[src/rtl/if_fetch_queue.sv]
// Instruction-fetch stage: PC generation, pipelined instruction-memory requests and
// a FIFO of fetched {pc, pc+4, instr} entries presented to decode over valid/ready.
module if_fetch_queue #(
    parameter int              XLEN            = 32,
    parameter logic [XLEN-1:0] RESET_PC        = '0,
    parameter int              FETCH_DEPTH     = 4,
    parameter int              MAX_OUTSTANDING = 2
) (
    input  logic            clk,
    input  logic            rst,
    input  logic            redirect_i,
    input  logic [XLEN-1:0] redirect_pc_i,
    input  logic            halt_i,
    output logic            im_req_o,
    output logic [XLEN-1:0] im_addr_o,
    input  logic            im_gnt_i,
    input  logic            im_rvalid_i,
    input  logic [XLEN-1:0] im_rdata_i,
    output logic            id_valid_o,
    input  logic            id_ready_i,
    output logic [XLEN-1:0] id_pc_o,
    output logic [XLEN-1:0] id_pc_add4_o,
    output logic [XLEN-1:0] id_instr_o,
    output logic            busy_o
);

    localparam int PW = $clog2(FETCH_DEPTH);
    localparam int CW = PW + 1;
    localparam int MW = (MAX_OUTSTANDING > 1) ? $clog2(MAX_OUTSTANDING) : 1;
    localparam int OW = $clog2(MAX_OUTSTANDING + 1);

    typedef enum logic {
        FETCH,
        FLUSH
    } state_t;

    function automatic logic [XLEN-1:0] pc_inc(input logic [XLEN-1:0] p);
        return p + XLEN'(4);
    endfunction

    function automatic logic [MW-1:0] meta_inc(input logic [MW-1:0] p);
        return (p == MW'(MAX_OUTSTANDING - 1)) ? '0 : p + 1'b1;
    endfunction

    state_t          state, state_d;
    logic [XLEN-1:0] pc;
    logic [XLEN-1:0] fifo_pc    [FETCH_DEPTH];
    logic [XLEN-1:0] fifo_pc4   [FETCH_DEPTH];
    logic [XLEN-1:0] fifo_instr [FETCH_DEPTH];
    logic [PW-1:0]   wr_ptr, rd_ptr;
    logic [CW-1:0]   count;
    logic [XLEN-1:0] meta_pc    [MAX_OUTSTANDING];
    logic [MW-1:0]   meta_wr, meta_rd;
    logic [OW-1:0]   outstanding, outstanding_d;
    logic [OW-1:0]   drop_cnt, drop_cnt_d;
    logic [OW-1:0]   pending;
    logic [CW:0]     occupancy;
    logic            empty, head_vld;
    logic            issue, rsp_accept, push, pop;

    // Responses that will still land in the FIFO reserve a slot, dropped ones do not
    assign pending    = outstanding - drop_cnt;
    assign occupancy  = (CW+1)'(count) + (CW+1)'(pending);
    assign empty      = (count == '0);

    assign im_req_o   = rst && !redirect_i && !halt_i
                        && (outstanding < OW'(MAX_OUTSTANDING))
                        && (occupancy < (CW+1)'(FETCH_DEPTH));
    assign im_addr_o  = pc;
    assign issue      = im_req_o && im_gnt_i;
    // A response with nothing outstanding is stray and must not disturb the counters
    assign rsp_accept = rst && im_rvalid_i && (outstanding != '0);
    assign push       = rsp_accept && !redirect_i && (state == FETCH);

    assign head_vld     = rst && !empty;
    assign id_valid_o   = head_vld && !redirect_i;
    assign pop          = id_valid_o && id_ready_i;
    assign id_pc_o      = head_vld ? fifo_pc[rd_ptr]    : '0;
    assign id_pc_add4_o = head_vld ? fifo_pc4[rd_ptr]   : '0;
    assign id_instr_o   = head_vld ? fifo_instr[rd_ptr] : '0;
    assign busy_o       = rst && ((outstanding != '0) || (drop_cnt != '0));

    always_comb begin
        outstanding_d = outstanding;
        drop_cnt_d    = drop_cnt;
        state_d       = state;
        if (issue && !rsp_accept) begin
            outstanding_d = outstanding + 1'b1;
        end else if (!issue && rsp_accept) begin
            outstanding_d = outstanding - 1'b1;
        end
        // No issue happens in a redirect cycle, so this is outstanding minus any response now
        if (redirect_i) begin
            drop_cnt_d = outstanding_d;
        end else if (rsp_accept && (drop_cnt != '0)) begin
            drop_cnt_d = drop_cnt - 1'b1;
        end
        state_d = (drop_cnt_d != '0) ? FLUSH : FETCH;
    end

    always_ff @(posedge clk) begin
        if (!rst) begin
            state       <= FETCH;
            pc          <= RESET_PC;
            wr_ptr      <= '0;
            rd_ptr      <= '0;
            count       <= '0;
            meta_wr     <= '0;
            meta_rd     <= '0;
            outstanding <= '0;
            drop_cnt    <= '0;
        end else begin
            state       <= state_d;
            outstanding <= outstanding_d;
            drop_cnt    <= drop_cnt_d;
            if (rsp_accept) begin
                meta_rd <= meta_inc(meta_rd);
            end
            if (redirect_i) begin
                pc     <= redirect_pc_i;
                wr_ptr <= '0;
                rd_ptr <= '0;
                count  <= '0;
            end else begin
                if (issue) begin
                    pc      <= pc_inc(pc);
                    meta_wr <= meta_inc(meta_wr);
                end
                if (push) begin
                    wr_ptr <= wr_ptr + 1'b1;
                end
                if (pop) begin
                    rd_ptr <= rd_ptr + 1'b1;
                end
                if (push && !pop) begin
                    count <= count + 1'b1;
                end else if (!push && pop) begin
                    count <= count - 1'b1;
                end
            end
        end
    end

    // Storage carries no reset; validity is tracked entirely by the pointers and counters
    always_ff @(posedge clk) begin
        if (issue) begin
            meta_pc[meta_wr] <= pc;
        end
        if (push) begin
            fifo_pc[wr_ptr]    <= meta_pc[meta_rd];
            fifo_pc4[wr_ptr]   <= pc_inc(meta_pc[meta_rd]);
            fifo_instr[wr_ptr] <= im_rdata_i;
        end
    end

`ifndef SYNTHESIS
    always_ff @(posedge clk) begin
        if (rst) begin
            assert (!(push && !pop && (count == CW'(FETCH_DEPTH))))
                else $error("fetch fifo overflow");
            assert (!(pop && empty))
                else $error("fetch fifo underflow");
            assert (!(!issue && rsp_accept && (outstanding == '0)))
                else $error("outstanding underflow");
            assert (!redirect_i || (redirect_pc_i[1:0] == 2'b00))
                else $error("redirect target not 4-byte aligned");
        end
    end
`endif

endmodule

[config.mk]
export PLATFORM = sky130hd
export DESIGN_NAME = if_fetch_queue
export DESIGN_NICKNAME = d
export VERILOG_FILES = /design/src/rtl/if_fetch_queue.sv
export SDC_FILE = /design/constraint.sdc
export NUM_CORES = 1
export LEC_CHECK = 0
export ABC_AREA = 1
export BUFFER_PORTS_ARGS = -buffer_cell sky130_fd_sc_hd__clkbuf_2
export CAP_MARGIN = 20
export CORE_AREA = 2 2 232 234
export DETAILED_ROUTE_END_ITERATION = 10
export DIE_AREA = 0 0 234 236
export SKIP_LAST_GASP = 1
export SLEW_MARGIN = 10
export SYNTH_ARGS = -nofsm -noshare
export SYNTH_HDL_FRONTEND = slang
export SYNTH_SLANG_ARGS = --single-unit
[constraint.sdc]
create_clock -name clk -period 18.8 [get_ports clk]
set_clock_uncertainty 0.1 [all_clocks]
set_input_delay 3.76 -clock clk [delete_from_list [all_inputs] [get_ports clk]]
set_output_delay 3.76 -clock clk [all_outputs]
set_load 0.01 [all_outputs]
==> out/qor.yml, run 1 <==
run_status:
  outcome: "completed"
setup_path:
  r2r-start: "outstanding[1]"
  slowest_delay_ns: 0.34
  r2r-end: "fifo_instr[1][4]"
  crit_required_ns: 14.94
  cp_top_family: "buffers and inverters"
  setup.worst_path.start: "rst"
  worst_setup_path_start_kind: "input pin"
  timing.critical_path.buf_inv: 3
  arrival_ns: 5.25
  reg2reg_slack_ns: 15.31
  slowest_stage: "inv_2"
  path_max_fanout: 28
  r2r_cells: 11
  cpMostUsedCell: "clkbuf_2"
  crit_chain: "clkbuf_2 > inv_2 > nor2_2 > nand4_1 > nor2_1 > clkbuf_2"
  end_kind: "output port"
  setup.worst_path.class: "input pin to output port"
global_routing:
  antenna_found_initial: 0
  grt_busiest_layer: "met2"
  overflow: 0
  use_met3_pct: 3.08
  grt_pass1_wl_um: 79100
  grt_pass1_vias: 13528
  grt_use_met2_pct: 30.2
  grt_usage_pct: 18.8
  met1_usage_pct: 26.6
  grt_max_degree: 113
clock_network:
  cts_sinks: 489
  cts_root_buf: "clkbuf_16"
  cts_setup_buffers: 0
  cts.hold.buffers_added: 0
  postCtsResizedCells: 0
  ctsHtreeMaxLevel: 2
  tritoncts: "built"
  insertion_delay_ns: 0.59
  ctsLongestPathBuffers: 3
  cts_inserted_buffers: 51
  clk_pin_slew_worst_paths_ns: 0.06
power_and_ir_drop:
  power.share.clock_pct: 45.1
  p_int_mw: 1.86
  p_total_mw: 2.33
  combPwrFrac_pct: 3.3
  cellPowerDensity_mw_per_mm2: 96.0
  switchingPower_mw: 0.470
  swShare_pct: 20.2
  p_seq_share_pct: 51.6
  vdd_drop_max_uv: 58.3
  cellLeakagePower_nw: 8.88
floorplanning:
  initial_utilization_pct: 39.2
  dieHeight_um: 236
  die_area_mm2: 0.0552
  core_area_mm2: 0.0531
  fp-row-count: 85
  fp.dieW_um: 234
  pin_count: 202
final_layout:
  fin_area_mm2: 0.0243
  drive_gt1_share_pct: 15.8
  syn2layout_area_growth_pct: 16.6
  fin_util_pct: 45.7
  n_antenna_cell: 0
  layout.nets: 2212
  finalNonFillerCells: 2859
placed_design:
  detailed_place_hpwl_um: 33000
  place_inst: 2770
  placedInstanceArea_mm2: 0.0225
  gp_congestion: 0.877
  port_buffers: 201
yosys:
  syn-mean-instance-area_um2: 10.7
  synthCells: 1951
  synth_top_cell_area_share_pct: 63.5
  synth_area_leaders: "edfxtp_1 63%, nor2_1 8.7%, o21ai_0 5.2%"
  ys.flop_type: "edfxtp_1"
  yosys_warnings: 0
  synthArstFlopShare_pct: 0
  syn_nets: 2034
  synth_area_leader_cell: "edfxtp_1"
  synth_seq_cells: 489
  ys_seq_area_share_pct: 68.2
  synth.distinct_cells: 41
  synth-edff-count: 440
  synth_most_common_cell: "nor2_1"
  synth_commonest_cells: "485 x nor2_1, 440 x edfxtp_1, 216 x o21ai_0, 213 x nand2_1, 131 x inv_1"
  synth_area_mm2: 0.0208
drt:
  drc: 0
  drt_pass1_iterations: 7
  drtIter0Drc: 1088
  routedWlPerCell_um: 18.5
  drt_wl_total_um: 52900
  viasPerCell: 5.07
  route.vias.total: 14498
  ant_nets: 0
sta:
  drv_slew: 0
  layout_min_cycle_time_ns: 9.11
  tns_ns: 0
  rsz0062_at_grt: "no"
  relSlewSlack_pct: 28.5
  worst_pin_slew_ns: 1.07
  setup_viol: 0
  max_freq_ghz: 0.110
  hold_viol: 0
  finalCritPeriodShare_pct: 48.5
run:
  maxCapViolations: 0
worst_hold_path:
  hp-class: "flip-flop to flip-flop"
  whs_path_depth: 2
  hold_start: "rd_ptr[1]"
## cell families after synthesis
logic type	after synthesis	share of synthesized area, %
simple gates	787	15.2
flops	489	68.2
compound gates	390	9.71
buf+inv	230	4.36
xor+xnor	41	1.72
fa+ha+maj	12	0.757
mux	2	0.108
## metal layers
layer	vias up	share of wire [%]
met5	-	0
met4	0	2.2
met3	73	6.0
met2	475	47
met1	6944	45
li1	7006	-
## per-stage QoR
step / hold WS, ns / worst slack [ns]
after detailed placement: 0.364 / 9.51
final: 0.379 / 9.69
after global routing: 0.395 / 9.57
after CTS: 0.375 / 9.51
after floorplan: 0.336 / 9.95
after global placement: 0.359 / 9.68
## power by group through the flow
stage	combinational (mW)	sequential (mW)	clock (mW)
2_1_floorplan	0.0424	1.22	0
3_3_place_gp	0.0744	1.23	0
3_5_place_dp	0.0763	1.23	0
4_1_cts	0.0766	1.20	1.08
5_1_grt	0.0858	1.20	1.12
6_report	0.0759	1.20	1.05
## how the worst max path moves through the flow
stage                                  end  cells past startpoint
final                             im_req_o                      6
after global routing              im_req_o                      6
after CTS                  id_pc_add4_o[7]                      4
after detailed placement   id_pc_add4_o[7]                      4
after global placement          id_pc_o[0]                      4
after floorplan           fifo_instr[0][0]                      8
## layout make-up
cell class / instances / area [um2]
inverter: 137 / 518
tap: 696 / 871
multi-input combinational: 1232 / 5760
sequential: 489 / 14200
clock buffer: 57 / 1340
timing repair buffer: 218 / 1170
clock inverter: 30 / 405
fill: 4863 / 28800
## cell usage in the layout (no fill, tap or decap), types with 11 or more instances in the layout
| cell type | Yosys | layout |
|---|---|---|
| nand3_1 | 41 | 41 |
| o21ai_1 | 24 | 24 |
| nand2_1 | 213 | 212 |
| a21oi_1 | 125 | 125 |
| buf_4 | 3 | 15 |
| clkbuf_2 | 1 | 201 |
| edfxtp_1 | 440 | 440 |
| ha_1 | 11 | 11 |
| inv_1 | 131 | 130 |
| nor2_1 | 485 | 479 |
| dfxtp_1 | 49 | 46 |
| o21ai_0 | 216 | 216 |
| nor3_1 | 16 | 16 |
| clkbuf_16 | 0 | 53 |
| xor2_1 | 34 | 34 |
## registers in the layout, summed over array words and instances, names as in the netlist, named ones only
name         cells
fifo_instr     128
fifo_pc        128
fifo_pc4       120
meta_pc         64
im_addr_o       32
count            3
drop_cnt         2
outstanding      2
rd_ptr           2
wr_ptr           2
meta_rd          1
meta_wr          1
state            1
## worst register-to-register path, stage by stage, from the launching register on
cell	delay [ns]
dfxtp_1	0.37
inv_1	0.09
ha_1	0.21
nor2_1	0.17
inv_1	0.07
nor2_1	0.09
inv_1	0.08
nor2_1	0.17
inv_1	0.20
nor2_4	0.11
buf_4	0.46
buf_4	0.90
(Power assumes the default switching activity.)
==> inputs of run 2 (changes only) <==
--- a/config.mk
+++ b/config.mk
@@ -5,12 +5,12 @@
 export SDC_FILE = /design/constraint.sdc
 export NUM_CORES = 1
 export LEC_CHECK = 0
-export ABC_AREA = 1
+export ABC_AREA = 0
 export BUFFER_PORTS_ARGS = -buffer_cell sky130_fd_sc_hd__clkbuf_2
 export CAP_MARGIN = 20
-export CORE_AREA = 2 2 232 234
+export CORE_AREA = 2 2 227 229
 export DETAILED_ROUTE_END_ITERATION = 10
-export DIE_AREA = 0 0 234 236
+export DIE_AREA = 0 0 229 231
 export SKIP_LAST_GASP = 1
 export SLEW_MARGIN = 10
 export SYNTH_ARGS = -nofsm -noshare
==> constraint.sdc (replaced) <==
create_clock -name clk -period 9.5 [get_ports clk]
set_clock_uncertainty 0.1 [all_clocks]
set_input_delay 1.9 -clock clk [delete_from_list [all_inputs] [get_ports clk]]
set_output_delay 1.9 -clock clk [all_outputs]
set_load 0.01 [all_outputs]
==> run 2 against run 1 <==
Net effect: largest power group unchanged; synthesized cell count decreased by 41%; count of clock-buffer cells in the layout grew 5; final cell count is 27% lower; die area decreased by 4.2%; area after synthesis decreased by 4.4%; via count down 26%; critical path depth decreased by 2.
==> out/qor.yml, run 2 <==
yosys:
  syn-mean-instance-area_um2: 17.4  # +63%
  ys_seq_area_share_pct: 71.3  # +3.1 points
  synthArstFlopShare_pct: 0  # unchanged
  synth_top_cell_area_share_pct: 66.3  # +2.9 points
  synth.distinct_cells: 66  # +61%
  synth_area_mm2: 0.0199  # -4.4%
  syn_nets: 1230  # -40%
  ys.flop_type: "edfxtp_1"
  yosys_warnings: 0  # unchanged
  synth_area_leaders: "edfxtp_1 66%, mux4_2 11%, dfxtp_1 4.9%"
  synth_area_leader_cell: "edfxtp_1"
  synth_most_common_cell: "edfxtp_1"
  synth_seq_cells: 489  # unchanged
  synth_commonest_cells: "440 x edfxtp_1, 98 x nor2b_1, 94 x mux4_2, 49 x dfxtp_1, 39 x nand2_1"
  synthCells: 1147  # -41%
  synth-edff-count: 440  # unchanged
drt:
  routedWlPerCell_um: 20.8  # +12%
  drtIter0Drc: 560  # -49%
  drc: 0  # unchanged
  drt_pass1_iterations: 4  # -3
  drt_wl_total_um: 43100  # -18%
  ant_nets: 0  # unchanged
  route.vias.total: 10744  # -26%
  viasPerCell: 5.17  # +2.0%
setup_path:
  path_max_fanout: 34  # +21%
  setup.worst_path.class: "input pin to output port"
  cp_top_family: "simple AND/OR/NAND/NOR gates"
  slowest_stage: "nor3b_1"
  crit_required_ns: 7.50  # -7.44 ns
  worst_setup_path_start_kind: "input pin"
  timing.critical_path.buf_inv: 2  # -1
  end_kind: "output port"
  cpMostUsedCell: "clkbuf_2"
  crit_chain: "clkbuf_2 > nor3b_1 > and4b_1 > clkbuf_2"
  slowest_delay_ns: 0.58  # +0.24 ns
  arrival_ns: 3.45  # -1.80 ns
  setup.worst_path.start: "redirect_i"
floorplanning:
  die_area_mm2: 0.0529  # -4.2%
  initial_utilization_pct: 39.3  # +0.056 points
  dieHeight_um: 231  # -2.1%
  fp.dieW_um: 229  # -2.1%
  pin_count: 202  # unchanged
  core_area_mm2: 0.0507  # -4.5%
  fp-row-count: 83  # -2.4%
power_and_ir_drop:
  vdd_drop_max_uv: 124  # +110%
  cellLeakagePower_nw: 7.69  # -13%
  cellPowerDensity_mw_per_mm2: 204  # +110%
clock_network:
  ctsHtreeMaxLevel: 2  # unchanged
  ctsLongestPathBuffers: 3  # unchanged
  tritoncts: "built"
  postCtsResizedCells: 0  # unchanged
  cts_root_buf: "clkbuf_16"
  cts_inserted_buffers: 50  # -2.0%
  cts.hold.buffers_added: 0  # unchanged
  clk_pin_slew_worst_paths_ns: 0.06  # about the same
  insertion_delay_ns: 0.57  # -0.02 ns
  cts_setup_buffers: 0  # unchanged
  cts_sinks: 489  # unchanged
global_routing:
  grt_busiest_layer: "met2"
  grt_pass1_vias: 10961  # -19%
  grt_pass1_wl_um: 65700  # -17%
  grt_max_degree: 95  # -16%
  use_met3_pct: 3.19  # +0.10 points
  met1_usage_pct: 22.5  # -4.1 points
  grt_use_met2_pct: 26.9  # -3.3 points
  antenna_found_initial: 1  # +1
  overflow: 0  # unchanged
  grt_usage_pct: 16.3  # -2.5 points
placed_design:
  gp_congestion: 0.796  # -9.2%
  placedInstanceArea_mm2: 0.0216  # -3.7%
  port_buffers: 201  # unchanged
  detailed_place_hpwl_um: 26800  # -19%
sta:
  max_freq_ghz: 0.184
  worst_pin_slew_ns: 1.08  # +0.0110 ns
  layout_min_cycle_time_ns: 5.45
  setup_viol: 0  # unchanged
  hold_viol: 0  # unchanged
  relSlewSlack_pct: 27.7  # -0.73 points
  rsz0062_at_grt: "no"
  tns_ns: 0  # unchanged
  finalCritPeriodShare_pct: 57.3
  drv_slew: 0  # unchanged
final_layout:
  final_common_cell: "edfxtp_1"
  fin_area_mm2: 0.0233  # -4.2%
  drive_gt1_share_pct: 29.7  # +14 points
  final_cell_mix: "440 x edfxtp_1, 201 x clkbuf_2, 98 x nor2b_1, 94 x mux4_2, 53 x clkbuf_16"
  top_regs: "fifo_instr: 128 flops, fifo_pc: 128 flops, fifo_pc4: 120 flops"
  layout.nets: 1439  # -35%
  syn2layout_area_growth_pct: 16.8
run:
  maxCapViolations: 0  # unchanged
worst_hold_path:
  hold_start: "meta_rd"
  hp-class: "flip-flop to flip-flop"
run_status:
  outcome: "completed"
## run 2: cell types whose count changed after synthesis, moves of 21 or more
cell      before  now
nor2_1       485   35
o21ai_0      216   18
nand2_1      213   39
inv_1        131   24
nor2b_1        0   98
mux4_2         0   94
a21oi_1      125   32
clkbuf_1      63   32
o21ai_1       24    0
xnor2_1        7   28
## run 2: kinds of logic after synthesis
kind of cell    count (synthesis)  share of synthesized area (%)
fa+ha+maj                      12                          0.792
mux                           130                           12.6
simple gates                  292                           8.58
compound gates                 95                           3.03
xor+xnor                       47                           2.07
buf+inv                        82                           1.70
flops                         489                           71.3
## run 2: worst paths after layout
kind                                   endpoint  slack, ns  depth (start not counted)
worst max-delay path                   im_req_o       4.05                          4
worst max register to register  fifo_pc4[1][28]       5.70                          9
worst min register to register          meta_rd       0.41                          2
worst min-delay path                    meta_rd       0.41                          2
## run 2: tightest hold or removal path, delay by kind of cell, from the launching register on
family	cells	cell delay, ns
xor+xnor	1	0.08
flops	1	0.32
simple gates	1	0.07
## run 2: metrics by stage
| step | setup slack [ns] | std cells | power (mW) | hold WS [ns] | utilization (%) |
|---|---|---|---|---|---|
| 2_1_floorplan | 3.99 | 1147 | 2.80 | 0.372 | - |
| 3_3_place_gp | 4.01 | 1982 | 2.93 | 0.389 | 42.7 |
| 3_5_place_dp | 3.91 | 1982 | 2.95 | 0.390 | 42.7 |
| 4_1_cts | 3.91 | 2074 | 4.82 | 0.411 | 45.8 |
| 5_1_grt | 3.94 | 2077 | 4.94 | 0.448 | 45.9 |
| 6_report | 4.05 | 2078 | 4.75 | 0.408 | 45.9 |
## run 2: power by group
group | total [mW] | leakage (nW) | switching [mW] | internal (mW)
registers | 2.49 | 4.38 | 0.0369 | 2.45
clock network | 1.86 | 0.753 | 0.792 | 1.07
logic | 0.407 | 2.56 | 0.251 | 0.156
total | 4.75 | 7.69 | 1.08 | 3.67
## run 2: layer usage
layer | routed length [um] | part of all wire (%)
met2 | 20800 | 48
met3 | 2050 | 4.8
met4 | 773 | 1.8
met5 | 0 | 0
met1 | 19500 | 45
## run 2: cell type report
cell class | count | area [um2]
Fill cell | 4480 | 27400
Multi-Input combinational cell | 576 | 5410
Antenna cell | 2 | 5.00
Timing Repair Buffer | 214 | 1140
Inverter | 25 | 93.8
Sequential cell | 489 | 14200
Clock inverter | 30 | 191
Clock buffer | 62 | 1360
Tap cell | 680 | 851
==> inputs of run 3 (changes only) <==
--- a/config.mk
+++ b/config.mk
@@ -5,12 +5,12 @@
 export SDC_FILE = /design/constraint.sdc
 export NUM_CORES = 1
 export LEC_CHECK = 0
-export ABC_AREA = 0
+export ABC_AREA = 1
 export BUFFER_PORTS_ARGS = -buffer_cell sky130_fd_sc_hd__clkbuf_2
 export CAP_MARGIN = 20
-export CORE_AREA = 2 2 227 229
+export CORE_AREA = 2 2 232 234
 export DETAILED_ROUTE_END_ITERATION = 10
-export DIE_AREA = 0 0 229 231
+export DIE_AREA = 0 0 234 236
 export SKIP_LAST_GASP = 1
 export SLEW_MARGIN = 10
 export SYNTH_ARGS = -nofsm -noshare
==> constraint.sdc (replaced) <==
create_clock -name clk -period 4.97 [get_ports clk]
set_clock_uncertainty 0.1 [all_clocks]
set_input_delay 0.994 -clock clk [delete_from_list [all_inputs] [get_ports clk]]
set_output_delay 0.994 -clock clk [all_outputs]
set_load 0.01 [all_outputs]
==> run 3 against run 2 <==
Net effect: critical path type is now flip-flop to output port; first-iteration DRC count rose by 80%; combinational power fell by 29%; via count rose by 35%; setup slack got worse by 3.4 ns; sequential cell count did not move; final cell count rose by 38%; critical path depth rose by 2; routed wire length rose by 21%; sequential share of layout area fell by 2.3 points; clock power rose by 92%.
==> out/qor.yml, run 3 (synthesis gave the netlist of run 1 again) <==
sta:
  rsz0062_at_grt: "no"
  layout_setup_ws_ns: 0.692  # -3.36 ns
  drv_slew: 0  # unchanged
  worst_pin_slew_ns: 1.25  # +0.168 ns
  relSlewSlack_pct: 16.5  # -11 points
  setup_viol: 0  # unchanged
  layout_min_cycle_time_ns: 4.28
  finalCritPeriodShare_pct: 86.1
  hold_slack_ns: 0.384  # -0.0247 ns
  hold_viol: 0  # unchanged
  max_freq_ghz: 0.234
final_layout:
  multi_input_area_mm2: 0.00576  # +6.6%
  n_antenna_cell: 0  # -2
  drive_gt1_share_pct: 15.6  # -14 points
  layout.nets: 2218  # +54%
  final_common_cell: "nor2_1"
  final_cell_mix: "479 x nor2_1, 440 x edfxtp_1, 216 x o21ai_0, 212 x nand2_1, 201 x clkbuf_2"
  top_regs: "fifo_instr: 128 flops, fifo_pc: 128 flops, fifo_pc4: 120 flops"
  syn2layout_area_growth_pct: 16.1
  regArea_mm2: 0.0142  # unchanged
  nFillCells: 4894  # +9.2%
  fin_area_mm2: 0.0242  # +4.0%
power_and_ir_drop:
  p_total_mw: 8.42  # +77%
  cellLeakagePower_nw: 8.81  # +15%
  vdd_drop_max_uv: 199  # +61%
  cellPowerDensity_mw_per_mm2: 348  # +70%
clock_network:
  clk_pin_slew_worst_paths_ns: 0.06  # about the same
  cts_inserted_buffers: 52  # +4.0%
  insertion_delay_ns: 0.59  # +0.02 ns
  tritoncts: "built"
  cts_sinks: 489  # unchanged
  ctsHtreeMaxLevel: 2  # unchanged
  cts.hold.buffers_added: 0  # unchanged
  ctsLongestPathBuffers: 3  # unchanged
  cts_root_buf: "clkbuf_16"
  cts_setup_buffers: 0  # unchanged
  postCtsResizedCells: 0  # unchanged
worst_hold_path:
  hp-class: "flip-flop to flip-flop"
  hold_start: "rd_ptr[0]"
setup_path:
  worst_setup_path_start_kind: "flip-flop"
  endpoint: "id_pc_o[25]"
  r2r-start: "outstanding[0]"
  setup.worst_path.class: "flip-flop to output port"
  arrival_ns: 3.18  # -0.27 ns
  crit_required_ns: 3.88  # -3.62 ns
  r2r-end: "state"
  r2r_cells: 15  # +6
  reg2reg_slack_ns: 1.76  # -3.94 ns
  path_max_fanout: 45  # +32%
  end_kind: "output port"
floorplanning:
  core_area_mm2: 0.0531  # +4.7%
  die_area_mm2: 0.0552  # +4.4%
  initial_utilization_pct: 39.2  # -0.056 points
  dieHeight_um: 236  # +2.2%
  fp-row-count: 85  # +2.4%
  pin_count: 202  # unchanged
  fp.dieW_um: 234  # +2.2%
placed_design:
  detailed_place_hpwl_um: 33000  # +23%
  place_ws_ns: 1.02  # -2.89 ns
  gp_congestion: 0.907  # +14%
  port_buffers: 201  # unchanged
  placedInstanceArea_mm2: 0.0226  # +4.6%
drt:
  ant_nets: 0  # unchanged
  viasPerCell: 5.05  # -2.3%
  routedWlPerCell_um: 18.3  # -12%
  drt_wl_total_um: 52400  # +21%
  drt_pass1_iterations: 5  # +1
  route.vias.total: 14488  # +35%
  drtIter0Drc: 1006  # +80%
  drc: 0  # unchanged
global_routing:
  grt_pass1_wl_um: 80200  # +22%
  overflow: 0  # unchanged
  grt_usage_pct: 18.9  # +2.6 points
  antenna_found_initial: 0  # -1
  grt_max_degree: 189  # +99%
  grt_pass1_vias: 13929  # +27%
run_status:
  outcome: "completed"
run:
  maxCapViolations: 0  # unchanged
==> run 3: cell types whose count changed in the layout (fill, tap and decap cells not counted), sizes merged, moves of 15 or more <==
cell   before  now
o21ai      18  247
nor2       35  491
nor2b      98    0
a21oi      32  129
inv        25  137
mux4       94    0
mux2i      16    0
and3       16    1
nand2      40  216
mux2       20    2
xnor2      28    7
nand3      24   42
xor2       19   34
==> run 3: power by group <==
group	switching (mW)	internal [mW]
sequential	0.0443	4.51
clock	1.55	2.02
combinational	0.200	0.0893
==> run 3: routing by layer <==
layer	vias to the layer above	track usage, %	wire length, um
met3	76	3.29	2960
met5	-	0	0
li1	7029	-	-
met2	407	30.9	24900
met4	0	5.06	1220
met1	6976	26.0	23300
==> run 3: worst min-delay path by stage <==
stage / end / slack (ns) / cells after the start
2_1_floorplan: flip-flop / 0.34 / 2
3_3_place_gp: rd_ptr[0] / 0.35 / 1
3_5_place_dp: flip-flop / 0.37 / 1
4_1_cts: flip-flop / 0.39 / 1
5_1_grt: rd_ptr[0] / 0.42 / 1
6_report: flip-flop / 0.38 / 1
==> run 3: worst max-delay path: stages, from the launching register on <==
cell and delay [ns]:
dfxtp_4 0.61, clkinv_2 0.78, buf_4 0.52, nor2_1 0.12, o21ai_0 0.09, a21oi_1 0.23
clkbuf_2 0.19
==> run 3: per-stage QoR <==
stage                     util, %  setup TNS [ns]  cells
after floorplan                 -         -417.84   1951
after global placement       42.6               0   2776
after detailed placement     42.7               0   2777
after CTS                    45.6               0   2868
after global routing         45.6               0   2868
final                        45.6               0   2868
==> run 3: area by class of cell <==
| type | count | share of cell area, % |
|---|---|---|
| Clock buffer | 66 | 5.60 |
| Clock inverter | 25 | 0.781 |
| Multi-Input combinational cell | 1232 | 23.8 |
| Inverter | 137 | 2.14 |
| Tap cell | 696 | 3.60 |
| Sequential cell | 489 | 58.7 |
| Timing Repair Buffer | 223 | 5.31 |
